<file path="config.mk">
export PLATFORM = sky130hd
export DESIGN_NAME = exc_controller_flat
export DESIGN_NICKNAME = d
export VERILOG_FILES = /design/src/rtl/exc_controller_if.sv /design/src/rtl/exc_controller.sv /design/src/flat_wrapper.sv
export SDC_FILE = /design/constraint.sdc
export NUM_CORES = 1
export LEC_CHECK = 0
export BUFFER_PORTS_ARGS = -buffer_cell sky130_fd_sc_hd__buf_2
export CORE_MARGIN = 2
export CORE_UTILIZATION = 51
export CTS_CLUSTER_DIAMETER = 50
export DETAILED_ROUTE_END_ITERATION = 8
export PLACE_DENSITY = 0.74
export SKIP_CTS_REPAIR_TIMING = 1
export SLEW_MARGIN = 15
export SYNTH_ARGS = -nofsm -noshare
export SYNTH_HDL_FRONTEND = slang
export SYNTH_SLANG_ARGS = --single-unit
export TNS_END_PERCENT = 50
</file>
<file path="constraint.sdc">
create_clock -name clk -period 1.9 [get_ports clk]
set_clock_uncertainty 0.05 [all_clocks]
set_input_delay 0 -clock clk [delete_from_list [all_inputs] [get_ports clk]]
set_output_delay 0 -clock clk [all_outputs]
set_load 0.05 [all_outputs]
</file>
<file path="src/rtl/exc_controller_if.sv">
// Exception sideband bundle between the LEGv8 datapath/decoder and the exception controller.
// master = controller side (drives Exc/EStatus/status), slave = core/datapath side.
interface exc_controller_if #(
  parameter int unsigned NSRC = 4
);
  logic [NSRC-1:0] irq_req;
  logic [NSRC-1:0] irq_mask;
  logic            invalid_op;
  logic            ERet;
  logic            ExcAck;
  logic            Exc;
  logic [3:0]      EStatus;
  logic            in_handler;
  logic [NSRC-1:0] pending;
  logic            ack_err;
  logic            double_fault;

  modport master (
    input  irq_req, irq_mask, invalid_op, ERet, ExcAck,
    output Exc, EStatus, in_handler, pending, ack_err, double_fault
  );

  modport slave (
    output irq_req, irq_mask, invalid_op, ERet, ExcAck,
    input  Exc, EStatus, in_handler, pending, ack_err, double_fault
  );
endinterface

</file>
<file path="src/rtl/exc_controller.sv">
// Exception sequencer: latches IRQ edges and invalid-opcode flags, raises one prioritised
// request to the datapath, waits for ExcAck, and blocks further exceptions until ERET.
module exc_controller #(
  parameter int unsigned NSRC        = 4,
  parameter int unsigned ACK_TIMEOUT = 15
) (
  input  logic               clk,
  input  logic               reset,
  exc_controller_if.master   bus
);

  localparam int unsigned TW = 8;
  localparam int unsigned IW = 3;

  localparam logic [3:0] CAUSE_INVALID_OP = 4'b0010;

  typedef enum logic [1:0] {
    S_IDLE,
    S_REQ,
    S_HANDLER
  } state_e;

  state_e          state_q, state_d;
  logic [NSRC-1:0] irq_prev_q;
  logic [NSRC-1:0] pend_q, pend_d;
  logic [NSRC-1:0] irq_rise;
  logic [NSRC-1:0] pend_clr;
  logic [NSRC-1:0] eligible;
  logic [TW-1:0]   timer_q, timer_d;
  logic [IW-1:0]   grant_idx_q, grant_idx_d;
  logic            grant_irq_q, grant_irq_d;
  logic            exc_q, exc_d;
  logic [3:0]      estatus_q, estatus_d;
  logic            in_handler_q, in_handler_d;
  logic            ack_err_q, ack_err_d;
  logic            double_fault_q, double_fault_d;
  logic [IW-1:0]   low_idx;
  logic            low_valid;

  assign irq_rise = bus.irq_req & ~irq_prev_q;
  assign eligible = pend_q & ~bus.irq_mask;

  // Fixed priority: the lowest eligible index wins, so scan from the top down.
  always_comb begin
    low_idx   = '0;
    low_valid = 1'b0;
    for (int i = int'(NSRC) - 1; i >= 0; i--) begin
      if (eligible[i]) begin
        low_idx   = IW'(i);
        low_valid = 1'b1;
      end
    end
  end

  always_comb begin
    state_d        = state_q;
    timer_d        = timer_q;
    grant_idx_d    = grant_idx_q;
    grant_irq_d    = grant_irq_q;
    exc_d          = exc_q;
    estatus_d      = estatus_q;
    in_handler_d   = in_handler_q;
    ack_err_d      = ack_err_q;
    double_fault_d = double_fault_q;
    pend_clr       = '0;

    case (state_q)
      S_IDLE: begin
        exc_d = 1'b0;
        if (bus.invalid_op) begin
          state_d     = S_REQ;
          exc_d       = 1'b1;
          estatus_d   = CAUSE_INVALID_OP;
          grant_irq_d = 1'b0;
          timer_d     = '0;
        end else if (low_valid) begin
          state_d     = S_REQ;
          exc_d       = 1'b1;
          estatus_d   = {1'b1, low_idx};
          grant_idx_d = low_idx;
          grant_irq_d = 1'b1;
          timer_d     = '0;
        end
      end

      S_REQ: begin
        if (bus.ExcAck) begin
          state_d      = S_HANDLER;
          exc_d        = 1'b0;
          in_handler_d = 1'b1;
          if (grant_irq_q) begin
            pend_clr = NSRC'(1) << grant_idx_q;
          end
        end else if (timer_q == TW'(ACK_TIMEOUT - 1)) begin
          // Abandon the request; an IRQ stays pending and is re-arbitrated from IDLE.
          state_d   = S_IDLE;
          exc_d     = 1'b0;
          ack_err_d = 1'b1;
        end else begin
          timer_d = timer_q + TW'(1);
        end
      end

      S_HANDLER: begin
        exc_d = 1'b0;
        if (bus.invalid_op) begin
          double_fault_d = 1'b1;
        end
        if (bus.ERet) begin
          state_d      = S_IDLE;
          in_handler_d = 1'b0;
        end
      end

      default: begin
        state_d = S_IDLE;
        exc_d   = 1'b0;
      end
    endcase

    // A new edge on the bit being cleared wins over the clear.
    pend_d = (pend_q & ~pend_clr) | irq_rise;
  end

  always_ff @(posedge clk) begin
    irq_prev_q <= bus.irq_req;
    if (reset) begin
      state_q        <= S_IDLE;
      pend_q         <= '0;
      timer_q        <= '0;
      grant_idx_q    <= '0;
      grant_irq_q    <= 1'b0;
      exc_q          <= 1'b0;
      estatus_q      <= 4'b0000;
      in_handler_q   <= 1'b0;
      ack_err_q      <= 1'b0;
      double_fault_q <= 1'b0;
    end else begin
      state_q        <= state_d;
      pend_q         <= pend_d;
      timer_q        <= timer_d;
      grant_idx_q    <= grant_idx_d;
      grant_irq_q    <= grant_irq_d;
      exc_q          <= exc_d;
      estatus_q      <= estatus_d;
      in_handler_q   <= in_handler_d;
      ack_err_q      <= ack_err_d;
      double_fault_q <= double_fault_d;
    end
  end

  assign bus.Exc          = exc_q;
  assign bus.EStatus      = estatus_q;
  assign bus.in_handler   = in_handler_q;
  assign bus.pending      = pend_q;
  assign bus.ack_err      = ack_err_q;
  assign bus.double_fault = double_fault_q;

endmodule

</file>
<file path="src/flat_wrapper.sv">
// flat-port wrapper written by rule: the top's interface ports become plain ports
module exc_controller_flat 
#(
  parameter int unsigned NSRC        = 4,
  parameter int unsigned ACK_TIMEOUT = 15
)
  (clk, reset, bus_irq_req, bus_irq_mask, bus_invalid_op, bus_ERet, bus_ExcAck, bus_Exc, bus_EStatus, bus_in_handler, bus_pending, bus_ack_err, bus_double_fault);
  exc_controller_if #(.NSRC(NSRC)) bus_i ();
  input  logic clk;
  input  logic reset;
  input wire logic [$bits(bus_i.irq_req)-1:0] bus_irq_req;
  input wire logic [$bits(bus_i.irq_mask)-1:0] bus_irq_mask;
  input wire logic [$bits(bus_i.invalid_op)-1:0] bus_invalid_op;
  input wire logic [$bits(bus_i.ERet)-1:0] bus_ERet;
  input wire logic [$bits(bus_i.ExcAck)-1:0] bus_ExcAck;
  output wire logic [$bits(bus_i.Exc)-1:0] bus_Exc;
  output wire logic [$bits(bus_i.EStatus)-1:0] bus_EStatus;
  output wire logic [$bits(bus_i.in_handler)-1:0] bus_in_handler;
  output wire logic [$bits(bus_i.pending)-1:0] bus_pending;
  output wire logic [$bits(bus_i.ack_err)-1:0] bus_ack_err;
  output wire logic [$bits(bus_i.double_fault)-1:0] bus_double_fault;
  assign bus_i.irq_req = bus_irq_req;
  assign bus_i.irq_mask = bus_irq_mask;
  assign bus_i.invalid_op = bus_invalid_op;
  assign bus_i.ERet = bus_ERet;
  assign bus_i.ExcAck = bus_ExcAck;
  assign bus_Exc = bus_i.Exc;
  assign bus_EStatus = bus_i.EStatus;
  assign bus_in_handler = bus_i.in_handler;
  assign bus_pending = bus_i.pending;
  assign bus_ack_err = bus_i.ack_err;
  assign bus_double_fault = bus_i.double_fault;
  exc_controller #(.NSRC(NSRC), .ACK_TIMEOUT(ACK_TIMEOUT)) u_core (.clk(clk), .reset(reset), .bus(bus_i));
endmodule
</file>
-- Word level (Yosys, flattened, before mapping)
Cells that the tools add are included.
- register bits: 30
- bits of input ports: 13
- output and inout bits: 12
- logic and storage cells: 76
- add/sub/neg operators: 1
- eq/ne operators: 9
- shift operators: 1
- multiplexer cells: 34
- bitwise logic cells: 9
- reductions and logical operators: 11
- operators with widths (cell ; number):
    8-bit 2-to-1 mux ; 4
    4-bit 2-to-1 mux ; 5
    2-bit 2-to-1 mux ; 9
    8-bit one-hot mux with 2 select lines ; 1
    4-bit AND ; 3
    1-bit 2-to-1 mux ; 12
    4-bit NOT ; 3
    3-bit AND reduction ; 4
    8-bit by 1-bit adder with 8-bit output, second input constant ; 1
    8-bit by 4-bit equality test with 1-bit output, second input constant ; 1
    2-bit != test, second input constant ; 4
    3-bit by 2-bit != test with 1-bit output, second input constant ; 2
    2-bit one-hot mux with 3 select lines ; 1
    2-bit nonzero test ; 3
    4-bit OR ; 1
    1-bit one-hot mux with 2 select lines ; 2
    2-bit AND reduction ; 2
    4-bit AND reduction ; 1
    1-bit by 3-bit left shift with 4-bit output, first input constant ; 1
    2-bit by 1-bit equality test with 1-bit output, second input constant ; 1
    2-bit equality test, second input constant ; 1
    2-bit zero test ; 1
    1-bit NOT ; 2

-- Depth between registers and ports, before layout
Gate-level depths: netlist (run 1).
- depth after elaboration: 9
- gate-level depth with buffers: 6
- gate-level depth less buffers: 6

-- Worst setup path before layout (run 1)
Ideal clock, no wire load.
- kind: reg2reg
- from: register u_core.pend_q[0], in the netlist u_core.bus.pending[0]
- to: register u_core.timer_q[6]
- library setup time: 0.070 ns
- data arrival time: 1.866 ns
- data required time: 1.780 ns
- path slack: -0.086 ns
- cell stages (with the launch flop): 6
- path buffers: 0
- period minus slack after synthesis: 1.986 ns
- cells stage by stage: dfxtp_1 -> or2b_2 -> nand3_1 -> o221ai_4 -> or4_1 -> a21oi_1
- cells in the longest elaborated chain, start to end: 4
- ends and longest elaborated chain (element ; line ; text):
    start, declared ; exc_controller.sv:25 ; logic [NSRC-1:0] pend_q, pend_d;
    start signal, assigned ; exc_controller.sv:140 ; pend_q <= pend_d;
    4-bit AND ; exc_controller.sv:41 ; assign eligible = pend_q & ~bus.irq_mask;
    1-bit 2-to-1 mux ; exc_controller.sv:48 ; if (eligible[i]) begin
    3-bit by 2-bit != test with 1-bit output (no line) ; n/a ;
    4-bit AND reduction (no line) ; n/a ;
    end signal, assigned ; exc_controller.sv:141 ; timer_q <= timer_d;
    end, declared ; exc_controller.sv:29 ; logic [TW-1:0] timer_q, timer_d;
No other way between the ends.
A chain may end at the register's enable or synchronous reset.

-- Worst setup path after layout (run 1)
- from: register u_core.timer_q[0]
- to: register u_core.timer_q[6]
- cells in the longest elaborated chain, start to end: 4
- elaborated cells between the ends (all ways): 7
- those cells by class: 1 x add/sub; 2 x eq/ne; 3 x mux; 1 x reduce/logical
- ends and longest elaborated chain (element ; line ; text):
    8-bit by 1-bit adder with 8-bit output ; exc_controller.sv:100 ; timer_d = timer_q + TW'(1);
    8-bit 2-to-1 mux ; exc_controller.sv:94 ; end else if (timer_q == TW'(ACK_TIMEOUT - 1)) begin
    8-bit 2-to-1 mux ; exc_controller.sv:87 ; if (bus.ExcAck) begin
    8-bit one-hot mux with 2 select lines ; exc_controller.sv:67 ; case (state_q)
Several ways; a longest one is shown, not always the timed one. The select of a mux whose other input is x is not followed.

==> results.sh, run 1 <==
export IMPL_status="finished clean"
export IMPL_dieArea_sq_mm=0.003030
export IMPL_cp_data_arrival_time_ps=2030
export IMPL_drtPass1Iterations=4
export IMPL_hold_path_end="u_core.bus.pending[3]"
export IMPL_antenna_found_initial=0
export IMPL_hp_class="in2reg"
export IMPL_yosysSeqAreaShare_pct=40.68
export IMPL_final_cells=203
export IMPL_ant_nets=0
export IMPL_worstReg2RegStart="u_core.timer_q[0]"
export IMPL_drv_slew=0
export IMPL_portBuffers=23
export IMPL_grt_overflow_total=0
export IMPL_reg2reg_depth=6
export IMPL_worstReg2RegEnd="u_core.timer_q[6]"
export IMPL_synth_nets=159
export IMPL_irDropWorstVdd_v=0.0004288
export IMPL_setup_viol=0
export IMPL_finalSetupTns_ps=0
export IMPL_tightest_slew_ps=509.1
export IMPL_die_x_um=55.05
export IMPL_synth_ff_type="dfxtp_1"
export IMPL_cap_violations=0
export IMPL_period_minus_slack_ps=1810
export IMPL_clk_pin_slew_ps=150
export IMPL_synth_edf_count=0
export IMPL_p_per_area_mw_per_mm2=736.7
export IMPL_dpl_hpwl_mm=2.066
export IMPL_crit_type="reg2reg"
export IMPL_totalWireLength_mm=2.835
export IMPL_rows=18
export IMPL_timing_fmax_mhz=552.6
export IMPL_syn_cell_area_sq_mm=0.001329
export IMPL_drc=0
export IMPL_avgRoutedWirePerCell_um=13.97
export IMPL_ys_ff_latch=27
export IMPL_grt_usage_pct=20.85
export IMPL_critPathCaptureType="flop"
export IMPL_hold_ws_ps=28.57
export IMPL_cts_sinks=27
export IMPL_synth_cells=144
export IMPL_core_sq_mm=0.002477
export IMPL_cts_tree="yes"
export IMPL_antennaDiodeCount=0
export IMPL_period_share_pct=95.24
export IMPL_grt_start_max_net_pins=26
export IMPL_drive_gt1_share_pct=28.90
export IMPL_die_height_um=55.05
export IMPL_hold_path_depth=2
export IMPL_rsz0062_at_grt="false"
export IMPL_post_synth_cell_area_avg_sq_um=9.228
export IMPL_start_util_pct=53.64
export IMPL_clock_path_buffers=2
export IMPL_maxSlewHeadroom_pct=65.80
export IMPL_crit_fanout=4
export IMPL_vias_per_cell=5.611
export IMPL_grt_pass1_vias=1007
export IMPL_async_reset_ff_share_pct=0
export IMPL_clock_latency_ps=330
export IMPL_yosys_warnings=0
export IMPL_cts_root_buffer="clkbuf_4"
export IMPL_rrSetupSlack_ps=90
export IMPL_grt_pass1_wl_mm=4.540
export IMPL_h_tree_depth=1
export IMPL_drtIter0Drc=26
export IMPL_min_from="reset"
export IMPL_p_leak_nw=0.6150
export IMPL_hold_violations=0
export IMPL_required_ps=2120
export IMPL_cts_made_buffers=3
export IMPL_place_congestion=0.8320
export IMPL_nets=189
export IMPL_area_growth_pct=14.78
export IMPL_via_count=1139
export IMPL_place_inst=192
export IMPL_ys_types=43
export IMPL_startpoint_type="flop"
export IMPL_ios=25
[metal layers]
layer / track usage (%) / vias to the layer above / wire length, um
li1: - / 572 / -
met1: 25.00 / 535 / 1280
met2: 37.90 / 28 / 1412
met3: 3.495 / 4 / 113
met4: 6.098 / 0 / 29
met5: 0 / - / 0
[power by group]
part | leakage, nW | internal, mW | switching, mW
Sequential | 0.223 | 0.596 | 0.0183
Clock | 0.0177 | 0.0790 | 0.175
Combinational | 0.375 | 0.0911 | 0.164
Total | 0.615 | 0.766 | 0.358
[cells in the final DEF, fill, tap and decap left out, types with 2 or more instances in the layout]
master         instances
a21oi_1               15
a211oi_1               3
o31ai_1                2
nand2b_1               5
nor3_1                 3
nand4_1                7
or4_1                  2
clkbuf_4               3
nor2_1                13
buf_2                 23
o21ai_0                6
or2b_2                 4
ha_1                   2
nand3b_1               2
nor2b_1                3
a31oi_1                3
dlygate4sd3_1          6
nand2_1               12
buf_4                  4
nand3_1                4
dfxtp_2                4
inv_1                  3
dfxtp_1               23
[worst max-delay path, stage by stage, from the launching register on]
cell      delay (ps)
dfxtp_1          360
inv_1             60
ha_1             230
a31oi_4          250
o221ai_4         150
or4_1            490
a21oi_1          170
[worst max path at each step]
stage | from | to | slack (ps) | cells past startpoint
6_report | u_core.timer_q[0] | u_core.timer_q[6] | 90 | 6
5_1_grt | u_core.timer_q[0] | u_core.timer_q[6] | 20 | 6
4_1_cts | u_core.timer_q[0] | u_core.timer_q[6] | 60 | 6
3_5_place_dp | u_core.timer_q[0] | u_core.timer_q[6] | 100 | 6
3_3_place_gp | u_core.timer_q[0] | u_core.timer_q[6] | 200 | 6
2_1_floorplan | u_core.bus.pending[0] | u_core.timer_q[6] | 70 | 5
[Yosys cell counts (all sizes together), types with 3 or more instances]
| library cell | count | share of area (%) |
|---|---|---|
| nand3 | 4 | 1.5 |
| o21ai | 6 | 2.3 |
| or2b | 4 | 2.6 |
| nor3 | 3 | 1.1 |
| buf | 4 | 2.8 |
| clkbuf | 3 | 2.4 |
| a21oi | 15 | 5.6 |
| nand2b | 6 | 3.0 |
| nand3b | 3 | 2.6 |
| a211oi | 3 | 1.7 |
| nor2b | 3 | 1.4 |
| nand2 | 12 | 3.4 |
| inv | 3 | 0.85 |
| nand4 | 7 | 3.3 |
| nor2 | 13 | 3.7 |
| dfxtp | 27 | 41 |
| a31oi | 4 | 3.0 |
[state kept, by name, summed over array words and instances, names as in the netlist]
signal                   cells
u_core.timer_q               8
u_core.bus.pending           4
u_core.irq_prev_q            4
u_core.bus.EStatus           3
u_core.grant_idx_q           2
u_core.state_q               2
u_core.bus.Exc               1
u_core.bus.ack_err           1
u_core.bus.double_fault      1
u_core.bus.in_handler        1
[stage by stage]
| step | util, % | power, mW | setup WS, ps | instance area [sq um] |
|---|---|---|---|---|
| 6_report | 61.57 | 1.124 | 90.42 | 1525 |
| 5_1_grt | 61.57 | 1.167 | 15.07 | 1525 |
| 4_1_cts | 58.84 | 1.110 | 60.60 | 1458 |
| 3_5_place_dp | 57.73 | 0.8663 | 100.6 | 1430 |
| 3_3_place_gp | 57.73 | 0.8596 | 202.4 | 1430 |
| 2_1_floorplan | - | 0.8160 | 72.87 | 1334 |
[cells by family after synthesis]
logic type               after synthesis  share of synthesized area (%)
AND/OR/NAND/NOR                       64                          28.63
AO/OA/AOI/OAI                         36                          18.83
flip-flops                            27                          40.68
buffers and inverters                 12                          8.098
multiplexers                           2                          1.601
adder cells (fa/ha/maj)                2                          1.883
other                                  1                         0.2822
[area by class of cell]
| class | count | area [sq um] |
|---|---|---|
| Inverter | 4 | 28.78 |
| Clock inverter | 1 | 5.005 |
| Sequential cell | 27 | 545.5 |
| Timing Repair Buffer | 33 | 205.2 |
| Fill cell | 218 | 952.2 |
| Tap cell | 30 | 37.54 |
| Multi-Input combinational cell | 105 | 680.7 |
| Clock buffer | 3 | 22.52 |
(Power assumes the default switching activity.)
==> inputs of run 2 (changes only) <==
--- a/config.mk
+++ b/config.mk
@@ -5,12 +5,13 @@
 export SDC_FILE = /design/constraint.sdc
 export NUM_CORES = 1
 export LEC_CHECK = 0
+export ABC_AREA = 1
 export BUFFER_PORTS_ARGS = -buffer_cell sky130_fd_sc_hd__buf_2
 export CORE_MARGIN = 2
 export CORE_UTILIZATION = 51
 export CTS_CLUSTER_DIAMETER = 50
 export DETAILED_ROUTE_END_ITERATION = 8
-export PLACE_DENSITY = 0.74
+export PLACE_DENSITY = 0.75
 export SKIP_CTS_REPAIR_TIMING = 1
 export SLEW_MARGIN = 15
 export SYNTH_ARGS = -nofsm -noshare
==> results.sh, run 2 <==
export IMPL_critPathCaptureType="flop"
export IMPL_hold_path_depth=2
export IMPL_avgRoutedWirePerCell_um=11.04
export IMPL_ys_ff_latch=27
export IMPL_period_minus_slack_ps=1479
export IMPL_grt_pass1_wl_mm=4.008
export IMPL_netlist_top_cells_area="dfxtp_1, nand2_1, inv_1"
export IMPL_nets=223
export IMPL_area_growth_pct=17.58
export IMPL_pre_cts_ws_ps=468.1
export IMPL_rows=17
export IMPL_crit_type="reg2reg"
export IMPL_cts_tree="yes"
export IMPL_status="finished with violations"
export IMPL_rsz0062_at_grt="false"
export IMPL_final_common_cell="nand2_1"
export IMPL_synth_top_area_share_pct=43.64
export IMPL_design_area_sq_mm=0.001456
export IMPL_timing_fmax_mhz=676.2
export IMPL_grt_pass1_vias=981
export IMPL_synth_ff_type="dfxtp_1"
export IMPL_clk_pin_slew_ps=160
export IMPL_placed_area_sq_mm=0.001366
export IMPL_irDropWorstVdd_v=0.0006346
export IMPL_hold_violations=8
export IMPL_antenna_found_initial=0
export IMPL_async_reset_ff_share_pct=0
export IMPL_synth_common_cells="nand2_1, dfxtp_1, inv_1"
export IMPL_setup_viol=0
export IMPL_period_share_pct=77.84
export IMPL_drive_gt1_share_pct=17.39
export IMPL_worstReg2RegStart="u_core.timer_q[0]"
export IMPL_ys_types=21
export IMPL_synth_largest_area_cell="dfxtp_1"
export IMPL_yosys_warnings=0
export IMPL_cts_sinks=27
export IMPL_drtPass1Iterations=4
export IMPL_grt_start_max_net_pins=18
export IMPL_totalWireLength_mm=2.594
export IMPL_place_congestion=0.8063
export IMPL_cap_violations=0
export IMPL_reg2reg_depth=8
export IMPL_ant_nets=0
export IMPL_largest_reg_flops=8
export IMPL_setup_ws_ps=421.1
export IMPL_die_height_um=53.28
export IMPL_final_cells=235
export IMPL_startpoint_type="flop"
export IMPL_antennaDiodeCount=0
export IMPL_hold_path_end="u_core.bus.double_fault"
export IMPL_synth_edf_count=0
export IMPL_via_count=1188
export IMPL_finalSetupTns_ps=0
export IMPL_die_x_um=53.28
export IMPL_cts_made_buffers=3
export IMPL_drc=0
export IMPL_cp_data_arrival_time_ps=1700
export IMPL_rrSetupSlack_ps=420
export IMPL_post_synth_cell_area_avg_sq_um=6.959
export IMPL_hp_class="in2reg"
export IMPL_p_leak_nw=0.6833
export IMPL_crit_fanout=9
export IMPL_hold_ws_ps=-9.342
export IMPL_top_register="u_core.timer_q"
export IMPL_clock_path_buffers=2
export IMPL_start_util_pct=54.94
export IMPL_cts_root_buffer="clkbuf_4"
export IMPL_dieArea_sq_mm=0.002839
export IMPL_total_power_mw=1.159
export IMPL_yosysMostFrequentCell="nand2_1"
export IMPL_fillers=218
export IMPL_ios=25
export IMPL_min_from="reset"
export IMPL_yosysSeqAreaShare_pct=43.64
export IMPL_drtIter0Drc=20
export IMPL_drv_slew=0
export IMPL_core_sq_mm=0.002255
export IMPL_most_common_layout_cells="nand2_1, dfxtp_1, inv_1"
export IMPL_grt_overflow_total=0
export IMPL_synth_nets=193
export IMPL_vias_per_cell=5.055
export IMPL_synth_cells=178
export IMPL_violations="negative hold slack"
export IMPL_clock_latency_ps=330
export IMPL_worstReg2RegEnd="u_core.timer_q[1]"
export IMPL_grt_usage_pct=19.08
export IMPL_dpl_hpwl_mm=1.953
export IMPL_syn_cell_area_sq_mm=0.001239
export IMPL_h_tree_depth=1
export IMPL_p_per_area_mw_per_mm2=795.6
export IMPL_required_ps=2120
export IMPL_portBuffers=23
export IMPL_place_inst=225
## run 2: metal layers
layer,global-route usage (%),routed length [um],vias up
met5,0,0,-
met3,3.390,113,2
met2,32.10,1218,38
met4,5.556,12,0
li1,-,-,611
met1,24.65,1249,537
## run 2: final cells by class
type                       count  area, sq um  share of cell area [%]
sequential                    27        540.5                   37.11
clock inverter                 1        7.507                  0.5155
inverter                      27        102.6                   7.045
multi-input combinational    120        573.1                   39.35
clock buffer                   3        22.52                   1.546
timing repair buffer          29        175.2                   12.03
tap                           28        35.03                   2.405
## run 2: worst max-delay path by stage
stage                                startpoint                 to  slack [ps]
after floorplan           u_core.bus.pending[1]  u_core.timer_q[1]         330
after global placement        u_core.timer_q[0]  u_core.timer_q[7]         550
after detailed placement      u_core.timer_q[0]  u_core.timer_q[1]         470
after CTS                     u_core.timer_q[0]  u_core.timer_q[1]         440
after global routing          u_core.timer_q[0]  u_core.timer_q[6]         330
final                         u_core.timer_q[0]  u_core.timer_q[1]         420
## run 2: power by group
part / switching [mW] / internal [mW] / leakage [nW] / total, mW
combinational: 0.187 / 0.0802 / 0.447 / 0.267
sequential: 0.0296 / 0.606 / 0.222 / 0.635
clock: 0.176 / 0.0805 / 0.0139 / 0.257
## run 2: logic make-up after synthesis
logic type,Yosys count,share of synthesized area [%]
XOR/XNOR,1,0.7072
other,1,0.3027
AO/OA/AOI/OAI,26,11.62
adder cells (fa/ha/maj),2,2.020
AND/OR/NAND/NOR,90,31.62
buffers and inverters,31,10.10
flip-flops,27,43.64
## run 2: worst max-delay path: stages, from the launching register on
cell	delay (ps)
dfxtp_1	370
inv_1	100
ha_1	170
nand3_2	110
o21ai_4	290
nand2_4	120
clkinv_2	90
nor2_1	50
nor2_2	90
## run 2: per-stage QoR
stage / util (%) / hold WS (ps)
floorplan: - / -22.28
global placement: 60.60 / 65.80
detailed placement: 60.60 / 66.88
CTS: 61.93 / -285.2
global route: 64.59 / 0.8913
finish: 64.59 / -9.342
==> inputs of run 3 (changes only) <==
--- a/config.mk
+++ b/config.mk
@@ -8,10 +8,10 @@
 export ABC_AREA = 1
 export BUFFER_PORTS_ARGS = -buffer_cell sky130_fd_sc_hd__buf_2
 export CORE_MARGIN = 2
-export CORE_UTILIZATION = 51
+export CORE_UTILIZATION = 48
 export CTS_CLUSTER_DIAMETER = 50
 export DETAILED_ROUTE_END_ITERATION = 8
-export PLACE_DENSITY = 0.75
+export PLACE_DENSITY = 0.74
 export SKIP_CTS_REPAIR_TIMING = 1
 export SLEW_MARGIN = 15
 export SYNTH_ARGS = -nofsm -noshare
==> constraint.sdc (replaced) <==
create_clock -name clk -period 1.3 [get_ports clk]
set_clock_uncertainty 0.05 [all_clocks]
set_input_delay 0 -clock clk [delete_from_list [all_inputs] [get_ports clk]]
set_output_delay 0 -clock clk [all_outputs]
set_load 0.05 [all_outputs]
==> results.sh, run 3 (synthesis gave the netlist of run 2 again) <==
export IMPL_status="finished with violations"
export IMPL_violations="negative setup slack"
export IMPL_cp_data_arrival_time_ps=1600
export IMPL_cts_tree="yes"
export IMPL_rows=18
export IMPL_rsz0062_at_grt="true"
export IMPL_hp_class="in2reg"
export IMPL_clkPwrFrac_pct=19.2
export IMPL_pwr_share_seq_pct=50.1
export IMPL_finalSetupTns_ps=-369.1
export IMPL_grt_pass1_wl_mm=4.084
export IMPL_critPathCaptureType="flop"
export IMPL_start_util_pct=50.46
export IMPL_power_frac_comb_pct=30.7
export IMPL_power_internal_mw=1.227
export IMPL_dieArea_sq_mm=0.003003
export IMPL_place_inst=237
export IMPL_drv_slew=0
export IMPL_final_common_cell="nand2_1"
export IMPL_placed_area_sq_mm=0.001469
export IMPL_ant_nets=0
export IMPL_drtPass1Iterations=4
export IMPL_ios=25
export IMPL_required_ps=1520
export IMPL_grt_overflow_total=0
export IMPL_cp_common_cell="nand2_1"
export IMPL_avgRoutedWirePerCell_um=12.35
export IMPL_core_sq_mm=0.002455
export IMPL_largest_reg_flops=8
export IMPL_place_congestion=0.9073
export IMPL_cts_made_buffers=3
export IMPL_fillers=204
export IMPL_cpPeakStageDelay_ps=410
export IMPL_hold_violations=0
export IMPL_grt_usage_pct=19.18
export IMPL_drc=0
export IMPL_irDropWorstVdd_v=0.0008442
export IMPL_p_per_area_mw_per_mm2=1065
export IMPL_cts_sinks=27
export IMPL_multi_input_area_sq_um=698.2
export IMPL_hold_ws_ps=40.03
export IMPL_die_height_um=54.80
export IMPL_dpl_hpwl_mm=1.957
export IMPL_clock_path_buffers=2
export IMPL_total_power_mw=1.850
export IMPL_slowest_stage="dfxtp_4"
export IMPL_totalWireLength_mm=3.161
export IMPL_top_register="u_core.timer_q"
export IMPL_seq_area_sq_um=563.0
export IMPL_crit_type="reg2reg"
export IMPL_area_growth_pct=40.30
export IMPL_nets=242
export IMPL_vias_per_cell=5.164
export IMPL_antennaDiodeCount=0
export IMPL_drtIter0Drc=21
export IMPL_antenna_found_initial=0
export IMPL_setup_viol=10
export IMPL_setup_ws_ps=-75.65
export IMPL_crit_path_cell_trace="buf_4, nand3_4, o21ai_0, nand2_1, nor2_1, nand2_1, a21oi_2"
export IMPL_grt_pass1_vias=988
export IMPL_utilization_pct=70.80
export IMPL_design_area_sq_mm=0.001738
export IMPL_drive_gt1_share_pct=36.28
export IMPL_via_count=1322
export IMPL_crit_fanout=3
export IMPL_timing_fmax_mhz=726.9
export IMPL_startpoint_type="flop"
export IMPL_die_x_um=54.80
export IMPL_p_sw_mw=0.6234
export IMPL_final_cells=256
export IMPL_cap_violations=0
export IMPL_h_tree_depth=1
export IMPL_period_minus_slack_ps=1376
export IMPL_period_share_pct=105.8
export IMPL_clk_pin_slew_ps=130
export IMPL_grt_start_max_net_pins=17
export IMPL_cp_top_family="simple AND/OR/NAND/NOR gates"
export IMPL_portBuffers=23
export IMPL_most_common_layout_cells="nand2_1, inv_1, buf_2"
export IMPL_cts_root_buffer="clkbuf_4"
export IMPL_pre_cts_ws_ps=-141.6
export IMPL_cp_buffers_inverters=1
export IMPL_clock_latency_ps=320
export IMPL_sw_frac_of_total_pct=33.70
export IMPL_p_leak_nw=0.7852
[run 3: changes by cell type in the layout (fill, tap and decap cells not counted), moves of 5 or more]
cell,before,now
dfxtp_4,0,5
nand2_1,41,33
nor2_1,22,17
buf_4,0,15
dfxtp_1,27,19
nand2_2,2,10
[run 3: per-layer routing]
metal | wire (um) | GRT usage, % | vias up | part of all wire, %
li1 | - | - | 657 | -
met5 | 0 | 0 | - | 0
met4 | 87 | 8.750 | 0 | 2.8
met3 | 201 | 3.552 | 10 | 6.4
met2 | 1644 | 34.33 | 49 | 52
met1 | 1229 | 21.70 | 606 | 39
[run 3: power by group through the flow]
stage          Clock, mW  Combinational (mW)  Sequential, mW
2_1_floorplan          0               0.233            1.01
3_3_place_gp           0               0.435           0.934
3_5_place_dp           0               0.444           0.937
4_1_cts            0.368               0.445           0.918
5_1_grt            0.392               0.614           0.937
6_report           0.354               0.568           0.928
[run 3: worst paths after layout]
| path | from | end | slack (ps) | cells after the start |
|---|---|---|---|---|
| hold reg to reg | u_core.bus.double_fault | u_core.bus.double_fault | 410 | 2 |
| setup / recovery | u_core.timer_q[1] | u_core.timer_q[5] | -80 | 7 |
| setup reg to reg | u_core.timer_q[1] | u_core.timer_q[5] | -80 | 7 |
| hold / removal | bus_ExcAck | u_core.bus.ack_err | 40 | 4 |
[run 3: worst min-delay path: cells and delay by family]
kind                   cells  cell delay [ps]
AO/OA/AOI/OAI              1              140
AND/OR/NAND/NOR            2              110
buffers and inverters      1              140
[run 3: final cells by class]
class | count | area share [%]
multi-input combinational | 122 | 40.17
inverter | 27 | 5.976
sequential | 27 | 32.40
clock buffer | 4 | 1.512
timing repair buffer | 46 | 17.78
tap | 30 | 2.160
